[src/rtl/irq_arbiter_pkg.sv]
// irq_arbiter_pkg: register map, FSM state codes and CAUSE word layout for the INT1 arbiter.
package irq_arbiter_pkg;
  localparam logic [1:0] IRQ_REG_PENDING = 2'd0;
  localparam logic [1:0] IRQ_REG_MASK = 2'd1;
  localparam logic [1:0] IRQ_REG_CAUSE = 2'd2;
  localparam logic [1:0] IRQ_REG_EDGE = 2'd3;
  localparam logic [0:0] IRQ_STATE_IDLE = 1'b0;
  localparam logic [0:0] IRQ_STATE_SERVICE = 1'b1;
  typedef struct packed {
    logic busy;
    logic [10:0] rsvd;
    logic [3:0] idx;
  } irq_cause_t;
  function automatic irq_cause_t cause_word(input logic busy, input logic [3:0] idx);
    return '{busy: busy, rsvd: '0, idx: idx};
  endfunction
endpackage

[src/rtl/irq_arbiter_if.sv]
// irq_arbiter_if: CPU/peripheral side of the INT1 arbiter (commit strobes, sources, register port).
interface irq_arbiter_if #(
  parameter int NSRC = 8
);
  logic COMMIT;
  logic [NSRC-1:0] SRC;
  logic ACK;
  logic EOI;
  logic WR;
  logic [1:0] ADDR;
  logic [15:0] DIN;
  logic [15:0] DOUT;
  logic INT1;
  modport master(output COMMIT, SRC, ACK, EOI, WR, ADDR, DIN, input DOUT, INT1);
  modport slave(input COMMIT, SRC, ACK, EOI, WR, ADDR, DIN, output DOUT, INT1);
endinterface

[src/rtl/irq_prio_enc.sv]
// irq_prio_enc: lowest-index-first priority encoder; index 0 wins.
module irq_prio_enc #(
  parameter int NSRC = 8
) (
  input logic [NSRC-1:0] i_req,
  output logic o_valid,
  output logic [3:0] o_idx
);
  always_comb begin
    o_valid = |i_req;
    o_idx = '0;
    for (int i = NSRC - 1; i >= 0; i--) o_idx = i_req[i] ? 4'(i) : o_idx;
  end
endmodule

[src/rtl/irq_arbiter.sv]
// irq_arbiter: latches sources, applies mask and fixed priority, drives INT1 and tracks the in-service source.
// Define IRQARB_EDGE_EN to add the EDGE register and per-source rising-edge capture.
module irq_arbiter
  import irq_arbiter_pkg::*;
#(
  parameter int NSRC = 8
) (
  input logic CLK,
  input logic RESET,
  irq_arbiter_if.slave bus
);
  logic [NSRC-1:0] r_pend;
  logic [NSRC-1:0] r_mask;
  logic [NSRC-1:0] w_pend_nxt;
  logic [NSRC-1:0] w_enabled;
  logic [0:0] r_state;
  logic [3:0] r_cause;
  logic [3:0] w_idx;
  logic r_int1;
  logic w_valid;
  logic w_take;
  logic w_eoi;
  logic w_busy;
  logic [15:0] w_edge_rd;
  assign w_busy = r_state == IRQ_STATE_SERVICE;
  assign w_enabled = r_pend & r_mask;
  irq_prio_enc #(.NSRC(NSRC)) u_enc (
    .i_req(w_enabled),
    .o_valid(w_valid),
    .o_idx(w_idx)
  );
  assign w_take = !w_busy && bus.COMMIT && bus.ACK && w_valid;
  assign w_eoi = w_busy && bus.COMMIT && bus.EOI;
`ifdef IRQARB_EDGE_EN
  logic [NSRC-1:0] r_edge;
  logic [NSRC-1:0] r_src_q;
  logic [NSRC-1:0] w_clr;
  // A fresh rising edge outranks a same-cycle W1C or ACK clear so no request is lost.
  assign w_clr = (bus.WR && bus.ADDR == IRQ_REG_PENDING ? bus.DIN[NSRC-1:0] : '0) |
                 (w_take ? NSRC'(1) << w_idx : '0);
  assign w_pend_nxt = (r_edge & ((r_pend & ~w_clr) | (bus.SRC & ~r_src_q))) | (~r_edge & bus.SRC);
  assign w_edge_rd = 16'(r_edge);
  always_ff @(posedge CLK or posedge RESET)
    if (RESET) begin
      r_edge <= '0;
      r_src_q <= '0;
    end else begin
      r_src_q <= bus.SRC;
      if (bus.WR && bus.ADDR == IRQ_REG_EDGE) r_edge <= bus.DIN[NSRC-1:0];
    end
`else
  assign w_pend_nxt = bus.SRC;
  assign w_edge_rd = '0;
`endif
  always_ff @(posedge CLK or posedge RESET)
    if (RESET) begin
      r_pend <= '0;
      r_mask <= '0;
      r_cause <= '0;
      r_state <= IRQ_STATE_IDLE;
      r_int1 <= 1'b0;
    end else begin
      r_pend <= w_pend_nxt;
      if (bus.WR && bus.ADDR == IRQ_REG_MASK) r_mask <= bus.DIN[NSRC-1:0];
      if (w_take) r_cause <= w_idx;
      r_state <= w_take ? IRQ_STATE_SERVICE : w_eoi ? IRQ_STATE_IDLE : r_state;
      r_int1 <= !w_busy && !w_take && w_valid;
    end
  always_comb
    bus.DOUT = bus.ADDR == IRQ_REG_PENDING ? 16'(r_pend) :
               bus.ADDR == IRQ_REG_MASK ? 16'(r_mask) :
               bus.ADDR == IRQ_REG_CAUSE ? cause_word(w_busy, r_cause) : w_edge_rd;
  assign bus.INT1 = r_int1;
endmodule

[src/flat_wrapper.sv]
// flat-port wrapper written by rule: the top's interface ports become plain ports
module irq_arbiter_flat import irq_arbiter_pkg::*;
#(
  parameter int NSRC = 8
)
  (CLK, RESET, bus_COMMIT, bus_SRC, bus_ACK, bus_EOI, bus_WR, bus_ADDR, bus_DIN, bus_DOUT, bus_INT1);
  irq_arbiter_if #(.NSRC(NSRC)) bus_i ();
  input logic CLK;
  input logic RESET;
  input wire logic [$bits(bus_i.COMMIT)-1:0] bus_COMMIT;
  input wire logic [$bits(bus_i.SRC)-1:0] bus_SRC;
  input wire logic [$bits(bus_i.ACK)-1:0] bus_ACK;
  input wire logic [$bits(bus_i.EOI)-1:0] bus_EOI;
  input wire logic [$bits(bus_i.WR)-1:0] bus_WR;
  input wire logic [$bits(bus_i.ADDR)-1:0] bus_ADDR;
  input wire logic [$bits(bus_i.DIN)-1:0] bus_DIN;
  output wire logic [$bits(bus_i.DOUT)-1:0] bus_DOUT;
  output wire logic [$bits(bus_i.INT1)-1:0] bus_INT1;
  assign bus_i.COMMIT = bus_COMMIT;
  assign bus_i.SRC = bus_SRC;
  assign bus_i.ACK = bus_ACK;
  assign bus_i.EOI = bus_EOI;
  assign bus_i.WR = bus_WR;
  assign bus_i.ADDR = bus_ADDR;
  assign bus_i.DIN = bus_DIN;
  assign bus_DOUT = bus_i.DOUT;
  assign bus_INT1 = bus_i.INT1;
  irq_arbiter #(.NSRC(NSRC)) u_core (.CLK(CLK), .RESET(RESET), .bus(bus_i));
endmodule
[config.mk]
export PLATFORM = sky130hd
export DESIGN_NAME = irq_arbiter_flat
export DESIGN_NICKNAME = d
export VERILOG_FILES = /design/src/rtl/irq_arbiter_pkg.sv /design/src/rtl/irq_arbiter_if.sv /design/src/rtl/irq_prio_enc.sv /design/src/rtl/irq_arbiter.sv /design/src/flat_wrapper.sv
export SDC_FILE = /design/constraint.sdc
export NUM_CORES = 1
export LEC_CHECK = 0
export ABC_CLOCK_PERIOD_IN_PS = 3400
export CORE_AREA = 2 2 55 57
export CTS_CLUSTER_DIAMETER = 30
export DETAILED_ROUTE_END_ITERATION = 7
export DIE_AREA = 0 0 57 59
export GPL_ROUTABILITY_DRIVEN = 0
export GPL_TIMING_DRIVEN = 0
export PLACE_DENSITY = 0.78
export SYNTH_ARGS = -nofsm -noshare
export SYNTH_HDL_FRONTEND = slang
export SYNTH_SLANG_ARGS = --single-unit
export TNS_END_PERCENT = 20
[constraint.sdc]
create_clock -name CLK -period 3.4 [get_ports CLK]
set_input_delay 1.02 -clock CLK [delete_from_list [all_inputs] [get_ports CLK]]
set_output_delay 1.02 -clock CLK [all_outputs]
set_load 0.01 [all_outputs]
**Word level (Yosys, flattened, before mapping)**

Index checks and enable logic that the tools add are counted.

- Output and inout bits: 17
- Word-level logic and storage cells: 34
- Bits of input ports: 32
- Register bits: 22

- Multiplexer cells: 13
- Equal/unequal tests: 2
- Reduce and logical (&&, ||, !) cells: 13
- Bitwise operators: 1

Operator list:

| kind | number |
|---|---|
| 16-bit two-way mux | 3 |
| 3-bit two-way mux | 8 |
| 8-bit bitwise AND | 1 |
| 1-bit logical AND | 8 |
| 8-bit OR reduction | 1 |
| 2-bit by 1-bit == test with 1-bit output, second input constant | 1 |
| 2-bit == test, second input constant | 1 |
| 1-bit zero test | 2 |
| 2-bit zero test | 1 |
| 1-bit two-way mux | 2 |
| 2-bit nonzero test | 1 |

**Logic depth before layout (Yosys ltp)**

Gate-level depths: netlist of run 1.

- Word-level depth: 9
- Mapped depth: 4
- Mapped depth without buffers: 4

**Cells and area by module**

From an unflattened synthesis of run 1, not the netlist that was laid out.

- Cells, all modules: 92
- Area total of the unflattened synthesis: 1104.8 µm²

By module, submodules not included:

| module | times used | cells each | seq. area each (µm²) | area an instance (µm²) |
|---|---|---|---|---|
| irq_arbiter | 1 | 77 | 550.5 | 1013.5 |
| irq_prio_enc | 1 | 15 | 0.0 | 91.3 |

**Least setup slack after synthesis of run 1**

Ideal clock, no wire load.

- Path type: input port to output port
- Start point: input bus_ADDR[1]
- End point: output bus_DOUT[2]
- Cell stages on the path: 3
- Setup slack: 0.850 ns
- Arrival time: 1.530 ns
- Data required time: 2.380 ns
- Buffers on the path: 1
- Cells stage by stage: buf_6 > mux2i_1 > o21ai_0

- Longest elaborated chain between the ends: 4
- Elaborated cells between the ends (all ways): 6
- Those cells by class: eq/ne: 2; mux: 3; reduce/logical: 1

Ends and longest elaborated chain:

| item | line | RTL |
|---|---|---|
| start: declaration | flat_wrapper.sv:15 | `input wire logic [$bits(bus_i.ADDR)-1:0] bus_ADDR;` |
| 2-bit == test | irq_arbiter.sv:72 | `bus.ADDR == IRQ_REG_CAUSE ? cause_word(w_busy, r_cause) : w_edge_rd;` |
| 16-bit two-way mux | irq_arbiter.sv:72 |  |
| 16-bit two-way mux | irq_arbiter.sv:71 | `bus.ADDR == IRQ_REG_MASK ? 16'(r_mask) :` |
| 16-bit two-way mux * | irq_arbiter.sv:70 | `bus.DOUT = bus.ADDR == IRQ_REG_PENDING ? 16'(r_pend) :` |
| end: declaration | flat_wrapper.sv:17 | `output wire logic [$bits(bus_i.DOUT)-1:0] bus_DOUT;` |

Every way passes the cells marked *; elsewhere a longest branch is shown, timed or not.

**Final worst setup path of run 1**

- Start point: input bus_ADDR[0]
- End point: output bus_DOUT[1]

The elaborated chain is that of the path after synthesis.

==> results of run 1 <==
sequential cells by signal, summed over array words and instances, names as in the netlist:
signal           cells
u_core.bus.INT1      1
u_core.r_mask        8
u_core.r_pend        8
u_core.r_state       1
u_core.r_cause       3
metrics by stage:
step | utilization | area (um^2) | hold WS [ns]
floorplan | - | 1080 | 0.448
detailed placement | 0.527 | 1430 | 0.477
global placement | 0.527 | 1430 | 0.474
CTS | 0.537 | 1460 | 0.497
finish | 0.537 | 1460 | 0.489
global route | 0.537 | 1460 | 0.533
cell usage after synthesis, drive strengths merged:
master,instances,area (um^2)
dfrtp,21,526
nand2b,1,6.26
buf,9,75.1
a22oi,5,42.5
a211oi,1,7.51
mux2,8,120
o21ai,4,20.0
a32o,2,20.0
nor2b,1,13.8
nand3b,1,7.51
and4,1,8.76
conb,1,3.75
inv,3,11.3
o2bb2ai,1,8.76
a31oi,1,6.26
a21oi,2,10.0
nand2,15,63.8
mux2i,8,80.1
nor2,7,26.3
cells by family (layout without fill, tap and decap cells):
kind of cell	after synthesis	count (layout)	share of synthesized area
AND/OR/NAND/NOR	26	26	0.120
flip-flops	21	21	0.497
AO/OA/AOI/OAI	16	16	0.109
multiplexers	16	16	0.189
buffers and inverters	12	47	0.0817
other	1	7	0.00355
report_power, final:
group | internal [mW] | switching [mW]
Sequential | 0.296 | 0.0397
Clock | 0.0440 | 0.0770
Combinational | 0.121 | 0.0771
Total | 0.461 | 0.194
path summary, 6_finish.rpt:
check | from | endpoint | cells past startpoint
max in group asynchronous | RESET | u_core.r_pend[2] | 2
max reg2reg | u_core.r_mask[1] | u_core.r_cause[2] | 4
min reg2reg | u_core.r_state | u_core.bus.INT1 | 1
max | bus_ADDR[0] | bus_DOUT[1] | 5
min in group asynchronous | RESET | u_core.r_pend[7] | 2
min | u_core.r_state | u_core.bus.INT1 | 1
area by class of cell:
cell class,instances,area (um^2)
fillers,251,1250
flip-flops and latches,21,526
clock inverters,1,5.00
repair buffers,31,310
clock buffers,3,22.5
well taps,31,38.8
multi-input cells,65,468
plain buffers,9,75.1
inverters,3,11.3
layer usage:
| metal | vias to the layer above | track usage | wire length, um |
|---|---|---|---|
| met5 | - | 0 | 0 |
| li1 | 385 | - | - |
| met4 | 0 | 0.0498 | 31 |
| met1 | 384 | 0.165 | 808 |
| met2 | 37 | 0.271 | 1140 |
| met3 | 4 | 0.0415 | 172 |
==> run_results.csv, run 1 <==
group,metric,value,unit
run_status,status,"finished clean",
cts,root_buffer,"clkbuf_4",
finish,instances_no_fill,164,
cts,clk_pin_slew,0.13,ns
critical_path,cpLargestDelayFamily,"buffers and inverters",
cts,cts_tree,"yes",
critical_path,cp.buffers_inverters,2,
min_path,hp-class,"reg -> reg",
cts,postCtsSetupBuffers,0,
job,cap_violations,0,
drt,drt_iter0_markers,14,
drt,via_count,810,
finish,drive_above_1_share,0.180,
finish,antenna_cells,0,
finish,area.growth.synth_to_final,37.8,%
drt,remaining_drc_errors,0,
cts,cts_buffer_depth,2,
critical_path,path_cells,"buf_6 > nor2b_4 > nand2_1 > o21ai_0 > clkdlybuf4s50_1",
timing,drv_slew,0,
synthesis,ys_warn_count,0,
finish,most-common-layout-cells,"clkdlybuf4s50_1, dfrtp_1, nand2_1, mux2_4, mux2i_1",
drt,vias_per_cell,4.94,
timing,slew_headroom,0.482,
timing,rsz0062_at_grt,"no",
grt,gr-total-overflow,0,
placement,hpwlAfterDp,1690,um
critical_path,critPathMaxFanout,10,
drt,dr.pass1.iters,4,
finish,finalNetCount,166,
power_and_ir_drop,leakage,0.695,nW
cts,insertion_delay,0.32,ns
power_and_ir_drop,irDropWorstVdd,336,uV
timing,period_share,0.916,
floorplan,boundaryPins,49,
grt,grt_max_degree,22,
cts,cts_sinks,21,
timing,finClkSkew,0.0223,ns
grt,antenna_found_initial,0,
floorplan,fp.dieH,59,um
critical_path,end_kind,"output port",
critical_path,reg2reg_slack,2.06,ns
cts,cts_resized,0,
cts,numCtsBuffers,3,
finish,final_common_cell,"clkdlybuf4s50_1",
timing,post-route-min-period,3.11,ns
critical_path,critical_path_class,"in -> out",
cts,htreeDepth,1,
power_and_ir_drop,pwr_density_cell,449,nW/um^2
timing,timing.fmax,321,MHz
critical_path,startpoint_type,"primary input",
critical_path,slowest_stage,"clkdlybuf4s50_1",
drt,postRouteAntennaNets,0,
synthesis,syn_area_per_cell,11.5,um^2
timing,layout_setup_ws,0.287,ns
timing,hold_viol,0,
drt,post_drt_wl_per_cell,13.1,um
cts,hold_buffers,0,
synthesis,synth-seq-cells,21,
synthesis,netlist_area,1060,um^2
placement,port_buffers,31,
floorplan,chipWidth,57,um
synthesis,synth_cell_types,22,
floorplan,start_util,0.390,
critical_path,crit_arrival,2.09,ns
grt,grt_pass1_wl,3710,um
placement,placed_cells,160,
critical_path,slowest_delay,0.57,ns
synthesis,synthCells,92,
timing,fin_tns_setup,0,ns
floorplan,die_area,3360,um^2
synthesis,yosysSeqAreaShare,0.497,
critical_path,crit_required,2.38,ns
placement,dp_slack,0.300,ns
timing,worstMarginPinSlew,0.776,ns
grt,grt_pass1_vias,819,
floorplan,fp-row-count,19,
drt,drt_wl_total,2150,um
floorplan,core_area,2710,um^2
power_and_ir_drop,total_power,0.655,mW
timing,setup_viol,0,
grt,grt_usage,0.148,
Power figures use the tool's default switching activity.
==> run 2, diff against run 1 <==
Settings changed: TNS_END_PERCENT 20 to default.
==> results of run 2 <==
Same layout as run 1: the final DEF is identical, and so are final timing and power.
==> run 3, diff against run 2 <==
Settings changed: CORE_AREA 2 2 55 57 to 2 2 53 55, DIE_AREA 0 0 57 59 to 0 0 55 57, PLACE_DENSITY 0.78 to 0.84.
==> run 3 against run 2 <==
  * Clock skew is 0.018 ns lower
  * Critical path type unchanged
  * Final cell count is the same
  * Combinational power is essentially flat
  * Core utilization increased by 1.9 points
  * Via count down 0.86%
  * Wire length rose by 2.9%
  * Setup slack got worse by 0.031 ns
  * Design area hardly changed
  * Die area shrank 6.8%
==> run_results.csv, run 3 (same netlist as run 1, synthesis figures left out) <==
group,metric,value,unit
run_status,status,"finished clean",
cts,cts_sinks,21,
grt,met3_usage,0.0262,
critical_path,critPathMaxFanout,10,
grt,use_met1,0.194,
drt,via_count,803,
critical_path,crit_required,2.38,ns
grt,grt-busiest-layer,"met2",
timing,period_share,0.925,
finish,instances_no_fill,164,
critical_path,path_cells,"buf_6 > nor2b_4 > nand2_1 > o21ai_0 > clkdlybuf4s50_1",
min_path,hp-start,"u_core.r_state",
critical_path,slowest_delay,0.58,ns
drt,vias_per_cell,4.90,
timing,drv_slew,0,
floorplan,fp-row-count,19,
grt,grt_pass1_vias,820,
min_path,hp-class,"reg -> reg",
placement,port_buffers,31,
drt,drt_wl_total,2220,um
drt,postRouteAntennaNets,0,
critical_path,end_kind,"output port",
timing,finClkSkew,0.00423,ns
drt,post_drt_wl_per_cell,13.5,um
timing,layout_setup_ws,0.256,ns
power_and_ir_drop,leakage,0.692,nW
finish,regArea,526,um^2
floorplan,fp.dieH,57,um
critical_path,critical_path_class,"in -> out",
power_and_ir_drop,pwr_density_cell,448,nW/um^2
finish,finalNetCount,166,
cts,cts_buffer_depth,2,
cts,hold_buffers,0,
floorplan,start_util,0.404,
critical_path,reg2reg_depth,4,
finish,finalInstanceArea,1460,um^2
finish,drive_above_1_share,0.173,
floorplan,core_area,2620,um^2
cts,htreeDepth,1,
cts,postCtsSetupBuffers,0,
min_path,whs_endpoint,"u_core.bus.INT1",
placement,place_area,1430,um^2
critical_path,startpoint,"bus_ADDR[0]",
cts,cts_resized,0,
timing,post-route-min-period,3.14,ns
cts,insertion_delay,0.30,ns
power_and_ir_drop,irDropWorstVdd,273,uV
cts,root_buffer,"clkbuf_4",
floorplan,chipWidth,55,um
floorplan,die_area,3140,um^2
cts,clk_pin_slew,0.11,ns
placement,placed_cells,160,
grt,grt_util_met2,0.272,
timing,worstMarginPinSlew,0.765,ns
finish,antenna_cells,0,
grt,grt_max_degree,22,
min_path,whs_path_depth,1,
critical_path,reg2reg_slack,2.08,ns
timing,fin_tns_setup,0,ns
finish,nFillCells,235,
finish,final_common_cell,"clkdlybuf4s50_1",
grt,antenna_found_initial,0,
job,cap_violations,0,
critical_path,crit_arrival,2.12,ns
critical_path,startpoint_type,"primary input",
finish,largestRegisters,"u_core.r_mask (8), u_core.r_pend (8), u_core.r_cause (3)",
grt,grt_pass1_wl,3540,um
critical_path,slowest_stage,"clkdlybuf4s50_1",
drt,drt_iter0_markers,4,
finish,most-common-layout-cells,"clkdlybuf4s50_1, dfrtp_1, nand2_1, mux2_4, mux2i_1",
drt,dr.pass1.iters,4,
timing,rsz0062_at_grt,"no",
grt,gr-total-overflow,0,
finish,multi_input_area,468,um^2
critical_path,r2r_start,"u_core.r_mask[1]",
drt,remaining_drc_errors,0,
floorplan,boundaryPins,49,
cts,cts_tree,"yes",
timing,timing.fmax,318,MHz
grt,grt_usage,0.156,
timing,slew_headroom,0.489,
critical_path,r2r_end,"u_core.r_cause[2]",
timing,hold_viol,0,
placement,dp_slack,0.280,ns
finish,area.growth.synth_to_final,37.6,%
cts,numCtsBuffers,3,
placement,hpwlAfterDp,1700,um
timing,setup_viol,0,
run 3: worst max path at each step:
stage                        to  slack (ns)  depth (start not counted)
floorplan           bus_DOUT[2]        0.85                          3
global placement    bus_DOUT[1]        0.29                          5
detailed placement  bus_DOUT[1]        0.28                          5
CTS                 bus_DOUT[1]        0.25                          5
global route        bus_DOUT[1]        0.21                          5
finish              bus_DOUT[1]        0.26                          5
run 3: where the power goes:
part	internal (mW)	switching, mW
Combinational	0.121	0.0768
Sequential	0.296	0.0400
Clock	0.0458	0.0731
run 3: final cells by class:
class	count	area share
timing repair buffer	31	0.213
tap	31	0.0267
sequential	21	0.361
inverter	3	0.00774
buffer	9	0.0516
multi-input combinational	65	0.322
clock buffer	4	0.0181
run 3: per-stage QoR:
stage / utilization / power (mW) / hold WS (ns)
finish: 0.556 / 0.653 / 0.500
global route: 0.556 / 0.696 / 0.528
CTS: 0.556 / 0.659 / 0.503
detailed placement: 0.546 / 0.538 / 0.486
global placement: 0.546 / 0.531 / 0.469
floorplan: - / 0.451 / 0.448
run 3: routing by layer:
metal / wire length [um] / vias up
li1: - / 385
met1: 904 / 380
met2: 1140 / 36
met3: 152 / 2
met4: 17 / 0
met5: 0 / -
run 3: critical path, delay by kind of cell:
family | cells | cell delay, ns
buffers and inverters | 2 | 0.71
AND/OR/NAND/NOR | 2 | 0.29
AO/OA/AOI/OAI | 1 | 0.10
